File: config.mk
export PLATFORM = sky130hd
export DESIGN_NAME = acc_arbiter_flat
export DESIGN_NICKNAME = d
export VERILOG_FILES = /design/src/rtl/acc_arbiter_if.sv /design/src/rtl/acc_arbiter.sv /design/src/flat_wrapper.sv
export SDC_FILE = /design/constraint.sdc
export NUM_CORES = 1
export LEC_CHECK = 0
export BUFFER_PORTS_ARGS = -buffer_cell sky130_fd_sc_hd__buf_2
export CAP_MARGIN = 10
export CELL_PAD_IN_SITES_DETAIL_PLACEMENT = 0
export CELL_PAD_IN_SITES_GLOBAL_PLACEMENT = 1
export CORE_AREA = 5 5 42 44
export CTS_CLUSTER_SIZE = 30
export DETAILED_ROUTE_END_ITERATION = 12
export DIE_AREA = 0 0 47 49
export GPL_TIMING_DRIVEN = 0
export PLACE_DENSITY = 0.7
export SLEW_MARGIN = 10
export SYNTH_ARGS = -nofsm -noshare
export SYNTH_HDL_FRONTEND = slang
export SYNTH_SLANG_ARGS = --single-unit
File: constraint.sdc
create_clock -name clk -period 1.8 [get_ports clk]
set_clock_uncertainty 0.15 [all_clocks]
set_input_delay 0 -clock clk [delete_from_list [all_inputs] [get_ports clk]]
set_output_delay 0 -clock clk [all_outputs]
set_load 0.05 [all_outputs]
File: src/rtl/acc_arbiter_if.sv
// ----------------------------------------------------------------------------
// acc_arbiter_if -- signal bundle between the two requesters, the matrix
// multiplier and the acc_arbiter.
//
//   req         [1:0]  level request per requester (bit0 = requester 0)
//   gnt         [1:0]  one-hot grant, owner of the operand/result path
//   sel                index of the granted requester (valid while gnt != 0)
//   ack         [1:0]  one-cycle completion pulse to the owner
//   acc_start          one-cycle start pulse to the matrix multiplier
//   acc_done           level "result valid" from the matrix multiplier
//   busy               arbiter is not idle
//   timeout_err        sticky WAIT-timeout flag
//   err_clr            synchronous clear of timeout_err
//
// Modports: slave  = arbiter side (drives gnt/sel/ack/acc_start/busy/err)
//           master = environment side (drives req/acc_done/err_clr)
// ----------------------------------------------------------------------------
interface acc_arbiter_if;
  logic [1:0] req;
  logic [1:0] gnt;
  logic       sel;
  logic [1:0] ack;
  logic       acc_start;
  logic       acc_done;
  logic       busy;
  logic       timeout_err;
  logic       err_clr;

  modport slave (
    input  req, acc_done, err_clr,
    output gnt, sel, ack, acc_start, busy, timeout_err
  );

  modport master (
    output req, acc_done, err_clr,
    input  gnt, sel, ack, acc_start, busy, timeout_err
  );
endinterface

File: src/rtl/acc_arbiter.sv
// ----------------------------------------------------------------------------
// acc_arbiter -- two-requester round-robin arbiter in front of a shared
// matrix-multiplier accelerator.
//
// One operation = IDLE -> START -> WAIT (>= 2 cycles) -> ACK -> IDLE.
// The owner is chosen in IDLE (single requester wins; on a tie the
// round-robin pointer decides) and holds the accelerator until ACK.
// The pointer flips to the non-owner every time ACK is left.
//
// Ports:
//   clk   rising-edge clock
//   rst   asynchronous, active-high reset
//   bus   acc_arbiter_if.slave (req, gnt, sel, ack, acc_start, acc_done,
//         busy, timeout_err, err_clr)
//
// Parameters:
//   TIMEOUT_CYCLES  maximum WAIT cycles before an abort (2..65535)
//
// Build option:
//   ACC_ARB_TIMEOUT_EN  when defined, a WAIT counter aborts the operation
//                       after TIMEOUT_CYCLES cycles without acc_done, still
//                       pulses ack and sets the sticky timeout_err. When
//                       undefined, no counter exists, WAIT lasts until
//                       acc_done and timeout_err is constant 0.
// ----------------------------------------------------------------------------
module acc_arbiter #(
  parameter int unsigned TIMEOUT_CYCLES = 4096
) (
  input  logic          clk,
  input  logic          rst,
  acc_arbiter_if.slave  bus
);

  typedef enum logic [1:0] {
    ST_IDLE  = 2'd0,
    ST_START = 2'd1,
    ST_WAIT  = 2'd2,
    ST_ACK   = 2'd3
  } state_t;

  state_t state_q, state_d;
  logic   owner_q, owner_d;   // requester currently holding the accelerator
  logic   ptr_q,   ptr_d;     // round-robin pointer: tie winner in IDLE
  logic   first_q, first_d;   // high during the first WAIT cycle only
  logic   pick_owner;
  logic   done_accept;
  logic   timeout_hit;

  // Tie-break only matters when both requesters are pending.
  assign pick_owner = (bus.req == 2'b10) ? 1'b1 :
                      (bus.req == 2'b01) ? 1'b0 : ptr_q;

  // acc_done may still be high from the previous operation; the first WAIT
  // cycle ignores it so a stale result is never taken as this one.
  assign done_accept = (state_q == ST_WAIT) && bus.acc_done && !first_q;

  // --------------------------------------------------------------------------
  // Next-state logic
  // --------------------------------------------------------------------------
  always_comb begin
    // NOTE: every variable gets a default before the case, so no path leaves
    // it unassigned and no latch is inferred; blocking '=' is correct here.
    state_d = state_q;
    owner_d = owner_q;
    ptr_d   = ptr_q;
    first_d = first_q;

    unique case (state_q)
      ST_IDLE: begin
        if (|bus.req) begin
          state_d = ST_START;
          owner_d = pick_owner;
        end
      end
      ST_START: begin
        state_d = ST_WAIT;
        first_d = 1'b1;
      end
      ST_WAIT: begin
        first_d = 1'b0;
        if (done_accept || timeout_hit) state_d = ST_ACK;
      end
      ST_ACK: begin
        state_d = ST_IDLE;
        ptr_d   = ~owner_q;   // also taken after a timeout abort
      end
      default: state_d = ST_IDLE;
    endcase
  end

  // --------------------------------------------------------------------------
  // State registers
  // --------------------------------------------------------------------------
  always_ff @(posedge clk or posedge rst) begin
    // NOTE: sequential state uses non-blocking '<=' so every register samples
    // the pre-edge values; the reset branch is asynchronous and puts the FSM
    // in IDLE with the pointer on requester 0 without waiting for clk.
    if (rst) begin
      state_q <= ST_IDLE;
      owner_q <= 1'b0;
      ptr_q   <= 1'b0;
      first_q <= 1'b0;
    end else begin
      state_q <= state_d;
      owner_q <= owner_d;
      ptr_q   <= ptr_d;
      first_q <= first_d;
    end
  end

  // --------------------------------------------------------------------------
  // Optional WAIT timeout
  // --------------------------------------------------------------------------
`ifdef ACC_ARB_TIMEOUT_EN
  localparam logic [15:0] CNT_LAST = 16'(TIMEOUT_CYCLES - 1);

  logic [15:0] cnt_q;
  logic        err_q;

  // Counter is 0 in the first WAIT cycle, so CNT_LAST is reached in WAIT
  // cycle TIMEOUT_CYCLES and the abort leaves WAIT after exactly that many.
  always_ff @(posedge clk or posedge rst) begin
    if (rst) begin
      cnt_q <= '0;
    end else if (state_q == ST_START) begin
      cnt_q <= '0;
    end else if (state_q == ST_WAIT) begin
      cnt_q <= cnt_q + 16'd1;
    end
  end

  // A done accepted in the last allowed cycle is a normal completion.
  assign timeout_hit = (state_q == ST_WAIT) && !done_accept && (cnt_q == CNT_LAST);

  // Set has priority over a simultaneous clear.
  always_ff @(posedge clk or posedge rst) begin
    if (rst) begin
      err_q <= 1'b0;
    end else if (timeout_hit) begin
      err_q <= 1'b1;
    end else if (bus.err_clr) begin
      err_q <= 1'b0;
    end
  end

  assign bus.timeout_err = err_q;
`else
  assign timeout_hit     = 1'b0;
  assign bus.timeout_err = 1'b0;
`endif

  // --------------------------------------------------------------------------
  // Outputs: pure decode of the registered state, so reset clears them
  // immediately.
  // --------------------------------------------------------------------------
  logic [1:0] gnt_c;
  logic [1:0] ack_c;
  logic       sel_c;
  logic       start_c;

  always_comb begin
    gnt_c   = 2'b00;
    ack_c   = 2'b00;
    sel_c   = 1'b0;
    start_c = 1'b0;
    unique case (state_q)
      ST_START: begin
        gnt_c[owner_q] = 1'b1;
        sel_c          = owner_q;
        start_c        = 1'b1;
      end
      ST_WAIT: begin
        gnt_c[owner_q] = 1'b1;
        sel_c          = owner_q;
      end
      ST_ACK: begin
        ack_c[owner_q] = 1'b1;
      end
      default: ;
    endcase
  end

  assign bus.gnt       = gnt_c;
  assign bus.ack       = ack_c;
  assign bus.sel       = sel_c;
  assign bus.acc_start = start_c;
  assign bus.busy      = (state_q != ST_IDLE);

`ifndef SYNTHESIS
  // Structural guarantees of the arbitration.
  a_gnt_onehot : assert property (@(posedge clk) disable iff (rst) $onehot0(bus.gnt));
  a_ack_onehot : assert property (@(posedge clk) disable iff (rst) $onehot0(bus.ack));
  a_gnt_ack_excl : assert property (@(posedge clk) disable iff (rst)
                                    !((|bus.gnt) && (|bus.ack)));
`endif

endmodule

File: src/flat_wrapper.sv
// flat-port wrapper written by rule: the top's interface ports become plain ports
module acc_arbiter_flat 
#(
  parameter int unsigned TIMEOUT_CYCLES = 4096
)
  (clk, rst, bus_req, bus_acc_done, bus_err_clr, bus_gnt, bus_sel, bus_ack, bus_acc_start, bus_busy, bus_timeout_err);
  acc_arbiter_if bus_i ();
  input  logic clk;
  input  logic rst;
  input wire logic [$bits(bus_i.req)-1:0] bus_req;
  input wire logic [$bits(bus_i.acc_done)-1:0] bus_acc_done;
  input wire logic [$bits(bus_i.err_clr)-1:0] bus_err_clr;
  output wire logic [$bits(bus_i.gnt)-1:0] bus_gnt;
  output wire logic [$bits(bus_i.sel)-1:0] bus_sel;
  output wire logic [$bits(bus_i.ack)-1:0] bus_ack;
  output wire logic [$bits(bus_i.acc_start)-1:0] bus_acc_start;
  output wire logic [$bits(bus_i.busy)-1:0] bus_busy;
  output wire logic [$bits(bus_i.timeout_err)-1:0] bus_timeout_err;
  assign bus_i.req = bus_req;
  assign bus_i.acc_done = bus_acc_done;
  assign bus_i.err_clr = bus_err_clr;
  assign bus_gnt = bus_i.gnt;
  assign bus_sel = bus_i.sel;
  assign bus_ack = bus_i.ack;
  assign bus_acc_start = bus_i.acc_start;
  assign bus_busy = bus_i.busy;
  assign bus_timeout_err = bus_i.timeout_err;
  acc_arbiter #(.TIMEOUT_CYCLES(TIMEOUT_CYCLES)) u_core (.clk(clk), .rst(rst), .bus(bus_i));
endmodule
# [Word level (Yosys, flattened, before mapping)]
# Index checks and enable logic that the tools add are counted.
[totals] mem_bits_rw=0 out_inout_bits=8 regBits=5 input_bits=6 mem_count=0 rom_bits=0 latchBits=0 wordCells=37
[classes] n_addsub=0 eq_ne=7 reduce_logical=11 n_bitwise=1 n_lt_le_gt_ge=2 multipliers=0 muxes=12 shifts=0 div=0
[ops] op="2-bit 2-to-1 mux" count=4
[ops] op="2-bit case mux with 4 select lines" count=1
[ops] op="2-bit == test (second input constant)" count=3
[ops] op="1-bit 2-to-1 mux" count=5
[ops] op="2-bit by 1-bit == test with 1-bit output (second input constant)" count=2
[ops] op="2-bit by 1-bit != test with 1-bit output (second input constant)" count=2
[ops] op="2-bit AND reduction" count=2
[ops] op="2-bit nonzero test" count=2
[ops] op="2-bit OR reduction" count=2
[ops] op="1-bit logical AND" count=3
[ops] op="2-bit logical NOT" count=1
[ops] op="1-bit by 2-bit less-than comparator with 1-bit output (second input constant)" count=1
[ops] op="1-bit case mux with 2 select lines" count=1
[ops] op="1-bit demux with 1-bit select" count=1
[ops] op="1-bit >= comparator (second input constant)" count=1
[ops] op="1-bit logical NOT" count=1
[ops] op="1-bit NOT" count=1

# [Longest topological paths before layout]
# Gate-level depths: netlist of the first run.
[depth] word_depth=5 depth_mapped=5

# [Least setup slack after synthesis of the first run]
# OpenSTA, ideal clock, no wires.
[synth_path] path_type="register -> output" from="register u_core.state_q[0]" to="output port bus_gnt[1]" path_buffers=1 arrival_time_ns=1.511 path_stages_with_launch=5 setup_slack_ns=0.139 cell_sequence="dfrtp_1 -> inv_1 -> ha_1 -> and2_1 -> buf_4"
[synth_between] elab_chain_len=3
[synth_lines] element="from (decl)" line="acc_arbiter.sv:41" text="state_t state_q, state_d;"
[synth_lines] element="from (signal assigned)" line="acc_arbiter.sv:104" text="state_q <= state_d;"
[synth_lines] element="2-bit by 1-bit == test with 1-bit output or 2-bit == test (tied branches)" line="acc_arbiter.sv:166" text="unique case (state_q)"
[synth_lines] element="2-bit OR reduction (no line) *"
[synth_lines] element="2-bit 2-to-1 mux *"
[synth_lines] element="to (decl)" line="flat_wrapper.sv:13" text="output wire logic [$bits(bus_i.gnt)-1:0] bus_gnt;"
# Mark *: on every way between the ends. The rest lies on a longest branch, timed or not.

# [Worst setup path after layout of the first run]
[layout_path] from="register u_core.state_q[1]" to="output port bus_gnt[1]"
# The elaborated chain is that of the path after synthesis.

==> results of run 1 <==
-- layout make-up --
cell class	count	share of cell area, %
buffer	2	3.15
clock buffer	4	5.51
inverter	5	3.94
multi-input combinational	21	37.0
sequential	5	26.2
tap	16	4.20
timing repair buffer	15	19.9
-- state kept, by name, indices dropped and copies added (netlist names) --
signal and cells:
u_core.state_q 2, u_core.first_q 1, u_core.owner_q 1, u_core.ptr_q 1
-- timing repair --
item	CTS	global route
setup endpoints to repair	0	2
resized for setup	0	2
hold endpoints to repair	6	0
hold buffers	3	0
setup buffers	0	1
-- cells by family (layout without fill, tap and decap cells) --
group                    after synthesis  after routing  share of synthesized area (%)
AO/OA/AOI/OAI                          6              6                           13.2
adder cells (fa/ha/maj)                5              5                           18.8
buffers and inverters                  7             26                           10.1
flip-flops                             5              5                           37.6
multiplexers                           1              1                           4.51
other                                  1              1                           1.13
AND/OR/NAND/NOR                        8              8                           14.7
-- critical path, stage by stage (launching register included) --
cell,delay [ns]
dfrtp_1,0.40
inv_1,0.10
ha_2,0.38
and2_1,0.14
buf_4,0.10
clkbuf_4,0.21
-- worst min path at each step --
| stage | to | start | slack (ns) |
|---|---|---|---|
| 2_1_floorplan | u_core.first_q$_DFFE_PP0N_ | rst | -0.37 |
| 3_3_place_gp | u_core.owner_q$_DFFE_PP0P_ | rst | -0.24 |
| 3_5_place_dp | u_core.ptr_q$_DFFE_PP0N_ | rst | -0.24 |
| 4_1_cts | u_core.owner_q$_DFFE_PP0P_ | rst | 0.04 |
| 5_1_grt | u_core.state_q[0]$_DFFE_PP0P_ | rst | 0.07 |
| 6_report | u_core.state_q[0]$_DFFE_PP0P_ | rst | 0.04 |
-- cell usage in the layout (no fill, tap or decap), drive strengths merged, types with 2 or more instances in the layout --
cell type    count
clkbuf           5
inv              5
dlygate4sd3      3
ha               5
nor2             2
buf             13
dfrtp            5
a21oi            3
and2             2
-- metal layers --
metal	up-vias	GRT usage, %	share of wire (%)
met5	-	0	0
met4	0	9.68	3.1
met3	2	1.48	11
met2	12	9.05	43
met1	116	7.37	43
li1	140	-	-
-- per-stage QoR --
| stage | util [%] | cells | setup WS (ns) | setup TNS [ns] | hold WS, ns |
|---|---|---|---|---|---|
| 6_report | 34.0 | 68 | 0.0728 | 0 | 0.0395 |
| 5_1_grt | 34.0 | 68 | -0.00175 | -0.00175 | 0.0736 |
| 3_3_place_gp | 29.1 | 60 | 0.179 | 0 | -0.244 |
| 4_1_cts | 33.1 | 67 | 0.0126 | 0 | 0.0398 |
| 3_5_place_dp | 29.1 | 60 | 0.168 | 0 | -0.239 |
| 2_1_floorplan | - | 33 | 0.139 | 0 | -0.371 |
==> metrics.txt, run 1 <==
crit path capture type=primary output; Die Y-Extent=49 um; initial antenna violation count=0; Critical Path Start Type=register; Final setup viols=0; top cells by area, synth=dfrtp_1, ha_1, inv_1; post-route minimum period=1.73 ns; CP Capture Point=bus_gnt[1]; # diodes=0; crit path DAT=1.58 ns; fmax=579 MHz; syn_nets=44; row count=14; sequential area share after synthesis=37.6%; Initial Util=23.7%; vias in the first global route=262; critical path class=register to primary output; Overflow after GRT=0; htree depth=1; Synth cell types=17; placed instance area=408 um2; clock transition at the registers of the reported paths=0.05 ns; area grow syn2layout=43.2%; Reg-to-Reg End=u_core.owner_q$_DFFE_PP0P_; top cell type's share of synthesized area=37.6%; first-pass GRT wire length=1040 um; number of DRC markers in iteration 0=0; syn_area_per_cell=10.1 um2; layout cell share with drive strength beyond 1=42.3%; Global Route Usage Sum=6.94%; Yosys warning total=0; Die Wd=47 um; Die Area=2300 um2; drt first pass iters=1; Synth area leader=dfrtp_1; Crit. Startpoint=u_core.state_q[1]$_DFFE_PP0P_; input/output buffers=11; I/O pin count=14; gpl congestion=0.710; final cycle utilization of the critical path=96.0%; Worst R2R Start=u_core.state_q[0]$_DFFE_PP0P_; Storage cell area=125 um2; Worst R2R Path Depth=5; CTS Buffer Depth=2; Worst EP required=1.65 ns; main flop type after synthesis=dfrtp_1; final slew viol count=0; Critical Path Fanout Max=5; max_cap viols=0; clock network latency to the later pin of the worst-skew pair=0.25 ns; Sink Count=5; hold crit path type=input port to asynchronous set/reset pin; commonest cells in the netlist=dfrtp_1, ha_1, inv_1; TritonCTS buffer count=3; DRC Markers=0; multi-input logic area=176 um2; fin area=477 um2; mapped cell area=333 um2; outcome=finished clean; R2R setup slack=0.09 ns; Synth Instances=33; flops & latches, synth=5; number of synthesized flops with an enable pin=0; Via density=3.97; Detailed Route WL=688 um; area of the core=1400 um2; post-DP HPWL=530 um; FFs w/ async S/R, synth=100%; Clock Root Buffer=clkbuf_4; Wirelength per Cell=10.1 um; filler cell count=162; CTS tree=built; layout net count=64; largest net degree at the start of global routing=6; routed vias=270; Final ANT Viol Nets=0; Final Hold Viols=0
Power of run 1 is not shown: default switching activity piles up to over one toggle a cycle in this logic, so the estimate is an artifact.
==> inputs of run 2 (changes only) <==
--- a/config.mk
+++ b/config.mk
@@ -14,7 +14,9 @@
 export DETAILED_ROUTE_END_ITERATION = 12
 export DIE_AREA = 0 0 47 49
 export GPL_TIMING_DRIVEN = 0
+export HOLD_SLACK_MARGIN = 0.1
 export PLACE_DENSITY = 0.7
+export REMOVE_ABC_BUFFERS = 1
 export SLEW_MARGIN = 10
 export SYNTH_ARGS = -nofsm -noshare
 export SYNTH_HDL_FRONTEND = slang
==> run 2 against run 1 <==
Core utilization rose by 1.3 points. Hold slack improved by 0.079 ns. Critical path depth did not move. Critical endpoint is now u_core.owner_q$_DFFE_PP0P_. Maximum frequency rose by 1.1%. Cell count rose by 2.9%. Global-route usage fell by 0.22 points.
==> metrics.txt, run 2 (synthesis gave the netlist of run 1 again) <==
outcome=finished clean (unchanged); Die Wd=47 um (unchanged); Cells after DPL=58 (was 60); RSZ-0062 raised after global routing=no; critical path class=register to register (was register to primary output); Critical Path Fanout Max=4 (was 5); vias in the first global route=252 (was 262); CP Capture Point=u_core.owner_q$_DFFE_PP0P_ (was bus_gnt[1]); commonest non-fill, non-tap cells in the layout=buf_2, inv_1, dlygate4sd3_1, dfrtp_1, ha_1 (was buf_2, inv_1, dfrtp_1); Overflow after GRT=0 (unchanged); WP buf/inv=2 (was 3); area grow syn2layout=48.5% (was 43.2%); layout net count=66 (was 64); CTS Buffer Depth=2 (unchanged); Die Area=2300 um2 (unchanged); Worst R2R Start=u_core.state_q[1]$_DFFE_PP0P_ (was u_core.state_q[0]$_DFFE_PP0P_); first-pass GRT wire length=1010 um (was 1040 um); Final ANT Viol Nets=0 (unchanged); Detailed Route WL=683 um (was 688 um); Cell Count, Final, Fillers Out=70 (was 68); R2R setup slack=0.09 ns (about the same); clock transition at the registers of the reported paths=0.04 ns (was 0.05 ns); Clock Root Buffer=clkbuf_4 (unchanged); Wirelength per Cell=9.76 um (was 10.1 um); row count=14 (unchanged); Crit. Startpoint=u_core.state_q[1]$_DFFE_PP0P_ (unchanged); commonest non-fill, non-tap cell in the layout=buf_2 (unchanged); area of the core=1400 um2 (unchanged); initial antenna violation count=0 (unchanged); largest net degree at the start of global routing=6 (unchanged); final cycle utilization of the critical path=94.9% (was 96.0%); Initial Util=23.7% (unchanged); hold crit path type=input port to register (was input port to asynchronous set/reset pin); crit path capture type=register (was primary output); gpl congestion=0.733 (was 0.710); max_cap viols=0 (unchanged); Sink Count=5 (unchanged); Core Util, Final=35.3% (was 34.0%); Reg-to-Reg End=u_core.owner_q$_DFFE_PP0P_ (unchanged); largest reg by FF count=u_core.state_q (unchanged); Setup WS post-layout=0.0916 ns (was 0.0728 ns); DRC Markers=0 (unchanged); routed vias=276 (was 270); final slew viol count=0 (unchanged); Global Route Usage Sum=6.72% (was 6.94%); Final Hold Viols=0 (unchanged); I/O pin count=14 (unchanged); Final setup viols=0 (unchanged); layout cell share with drive strength beyond 1=40.7% (was 42.3%); crit-path max cell delay=0.55 ns (was 0.40 ns); # diodes=0 (unchanged); max reg flops=2 (unchanged); htree depth=1 (unchanged); Crit path depth=5 (unchanged); fmax=585 MHz (was 579 MHz); Storage cell area=125 um2 (unchanged); final setup TNS=0 ns (unchanged); TritonCTS buffer count=3 (unchanged); CTS tree=built (unchanged); crit path max-delay cell type=dlygate4sd3_1 (was dfrtp_1); Critical Path Start Type=register (unchanged); clock network latency to the later pin of the worst-skew pair=0.24 ns (was 0.25 ns); drt first pass iters=3 (was 1); Die Y-Extent=49 um (unchanged); post-DP HPWL=515 um (was 530 um); Worst EP required=1.78 ns (was 1.65 ns); Worst R2R Path Depth=5 (unchanged); CP Cell Sequence=inv_1 -> ha_2 -> a21oi_1 -> a31oi_1 -> dlygate4sd3_1 (was inv_1 -> ha_2 -> and2_1 -> buf_4 -> clkbuf_4); Setup Slack @ Placement=0.156 ns (was 0.168 ns); multi-input logic area=176 um2 (unchanged); crit path DAT=1.69 ns (was 1.58 ns); filler cell count=146 (was 162); input/output buffers=11 (unchanged); number of DRC markers in iteration 0=8 (was 0); Via density=3.94 (was 3.97); CP top delay family=buffers and inverters (unchanged); post-route minimum period=1.71 ns (was 1.73 ns)
-- run 2: cell types whose count changed in the layout (fill, tap and decap cells not counted), sizes merged --
cell | before | now
dlygate4sd3 | 3 | 5
buf | 13 | 14
clkbuf | 5 | 4
-- run 2: stage by stage --
step | instance area, um2 | hold slack, ns
global route | 494 | 0.137
floorplan | 318 | -0.371
global placement | 393 | -0.244
detailed placement | 393 | -0.240
CTS | 469 | 0.106
finish | 494 | 0.119
-- run 2: how the worst min path moves through the flow --
stage	from	to	slack, ns	cells after the start
6_report	bus_req[1]	u_core.state_q[0]$_DFFE_PP0P_	0.12	4
5_1_grt	bus_req[1]	u_core.state_q[0]$_DFFE_PP0P_	0.14	3
4_1_cts	bus_req[1]	u_core.state_q[0]$_DFFE_PP0P_	0.11	4
3_5_place_dp	rst	u_core.owner_q$_DFFE_PP0P_	-0.24	2
3_3_place_gp	rst	u_core.ptr_q$_DFFE_PP0N_	-0.24	2
2_1_floorplan	rst	u_core.first_q$_DFFE_PP0N_	-0.37	1
-- run 2: area by class of cell --
type | instances | share of cell area [%]
tap | 16 | 4.05
inverter | 5 | 3.80
timing repair buffer | 19 | 25.8
clock buffer | 4 | 5.32
multi-input combinational | 21 | 35.7
sequential | 5 | 25.3
-- run 2: timing repair --
action,CTS,global route
endpoints found under the hold margin,8,0
gates resized for setup,0,1
hold buffers,5,0
setup endpoints to repair,0,1
setup buffers,0,3
-- run 2: layer usage --
layer / wire length (um) / track usage, % / vias to the layer above
met5: 0 / 0 / -
met4: 0 / 2.76 / 0
met3: 83 / 6.64 / 0
met2: 309 / 8.82 / 10
met1: 290 / 7.13 / 123
li1: - / - / 143
-- run 2: worst reg2reg max path: cells and delay by family (launching register included) --
family | cells | cell delay (ns)
compound gates | 2 | 0.19
fa+ha+maj | 1 | 0.20
buf+inv | 2 | 0.65
flops | 1 | 0.41
Power of run 2 is left out for the same reason.
==> inputs of run 3 (changes only) <==
==> constraint.sdc (replaced) <==
create_clock -name clk -period 1.8 [get_ports clk]
set_clock_uncertainty 0.15 [all_clocks]
set_input_delay 0.27 -clock clk [delete_from_list [all_inputs] [get_ports clk]]
set_output_delay 0.27 -clock clk [all_outputs]
set_load 0.05 [all_outputs]
==> run 3 against run 2 <==
Count of clock-buffer cells in the layout unchanged. Sequential share of layout area fell by 0.75 points. Flip-flop and latch count stayed put. Cell count is 4.3% lower.
==> metrics.txt, run 3 (synthesis gave the netlist of run 1 again) <==
Final setup viols=0 (unchanged); Wirelength per Cell=10.9 um (was 9.76 um); Final ANT Viol Nets=0 (unchanged); Via density=4.15 (was 3.94); Clock Root Buffer=clkbuf_4 (unchanged); Die Y-Extent=49 um (unchanged); Die Area=2300 um2 (unchanged); max reg flops=2 (unchanged); DRC Markers=0 (unchanged); area of the core=1400 um2 (unchanged); row count=14 (unchanged); number of DRC markers in iteration 0=12 (was 8); hold crit path type=input port to register (unchanged); crit path capture type=primary output (was register); RSZ-0062 raised after global routing=no (unchanged); Sink Count=5 (unchanged); Detailed Route WL=728 um (was 683 um); CTS Buffer Depth=2 (unchanged); vias in the first global route=258 (was 252); Final Hold Viols=0 (unchanged); Global Route Usage Sum=7.14% (was 6.72%); Worst EP required=1.38 ns (was 1.78 ns); layout net count=63 (was 66); area grow syn2layout=53.0% (was 48.5%); # diodes=0 (unchanged); post-route minimum period=1.73 ns (was 1.71 ns); final cycle utilization of the critical path=96.2% (was 94.9%); drt first pass iters=4 (was 3); crit path DAT=1.31 ns (was 1.69 ns); max_cap viols=0 (unchanged); layout cell share with drive strength beyond 1=52.9% (was 40.7%); outcome=finished clean (unchanged); commonest non-fill, non-tap cells in the layout=buf_2, dfrtp_1, ha_1, buf_6, buf_4 (was buf_2, inv_1, dlygate4sd3_1, dfrtp_1, ha_1); filler cell count=155 (was 146); largest reg by FF count=u_core.state_q (unchanged); post-DP HPWL=515 um (unchanged); Initial Util=23.7% (unchanged); critical path class=register to primary output (was register to register); multi-input logic area=194 um2 (was 176 um2); Overflow after GRT=0 (unchanged); Critical Path Start Type=register (unchanged); TritonCTS buffer count=3 (unchanged); clock transition at the registers of the reported paths=0.05 ns (was 0.04 ns); fmax=577 MHz (was 585 MHz); input/output buffers=11 (unchanged); first-pass GRT wire length=1080 um (was 1010 um); initial antenna violation count=0 (unchanged); Storage cell area=125 um2 (unchanged); final slew viol count=0 (unchanged); Die Wd=47 um (unchanged); htree depth=1 (unchanged); largest net degree at the start of global routing=6 (unchanged); gpl congestion=0.733 (unchanged); I/O pin count=14 (unchanged); commonest non-fill, non-tap cell in the layout=buf_2 (unchanged); clock network latency to the later pin of the worst-skew pair=0.24 ns (about the same); routed vias=278 (was 276); Critical Path Fanout Max=3 (was 4); CTS tree=built (unchanged); Core Util, Final=36.3% (was 35.3%)
[run 3: area by class of cell]
cell class | count | share of cell area [%]
well taps | 16 | 3.93
flip-flops and latches | 5 | 24.6
repair buffers | 16 | 24.6
clock buffers | 4 | 5.16
multi-input cells | 21 | 38.1
inverters | 5 | 3.69
[run 3: timing repair]
| item | CTS | global route |
|---|---|---|
| endpoints found under the hold margin | 6 | 0 |
| setup buffers | 3 | 0 |
| setup endpoints to repair | 3 | 5 |
| hold buffers | 2 | 0 |
| gates resized for setup | 5 | 12 |
| gates cloned | 0 | 0 |
[run 3: routing by layer]
metal / GRT usage, % / vias up / part of all wire, %
met5: 0 / - / 0
met4: 2.76 / 0 / 0
met3: 6.64 / 0 / 12
met2: 9.28 / 16 / 46
met1: 8.02 / 122 / 42
li1: - / 140 / -
[run 3: critical path, cell delays in order, from the launching register on]
cell,delay [ns]
dfrtp_1,0.40
buf_4,0.16
ha_1,0.18
and2_1,0.15
buf_4,0.18
[run 3: final timing paths]
check / end / from / slack (ns) / cells past startpoint
worst min register to register: u_core.ptr_q$_DFFE_PP0N_ / u_core.ptr_q$_DFFE_PP0N_ / 0.34 / 1
worst min-delay path: u_core.owner_q$_DFFE_PP0P_ / bus_req[1] / 0.19 / 3
worst max-delay path: bus_ack[1] / u_core.state_q[1]$_DFFE_PP0P_ / 0.07 / 4
worst max register to register: u_core.state_q[1]$_DFFE_PP0P_ / u_core.state_q[1]$_DFFE_PP0P_ / 0.27 / 4
max in group asynchronous: u_core.state_q[0]$_DFFE_PP0P_ / rst / 1.01 / 3
min in group asynchronous: u_core.owner_q$_DFFE_PP0P_ / rst / 0.32 / 3
[run 3: metrics by stage]
step	TNS (ns)	std cells	cell area (um2)	hold WS [ns]	setup WS (ns)
after floorplan	-0.414	31	318	-0.101	-0.148
after global placement	0	58	393	0.0256	0.109
after detailed placement	0	58	393	0.0304	0.0918
after CTS	-0.000165	67	485	0.175	-0.000165
after global routing	0	67	509	0.188	0.00601
final	0	67	509	0.187	0.0684
Power of run 3 is left out for the same reason.
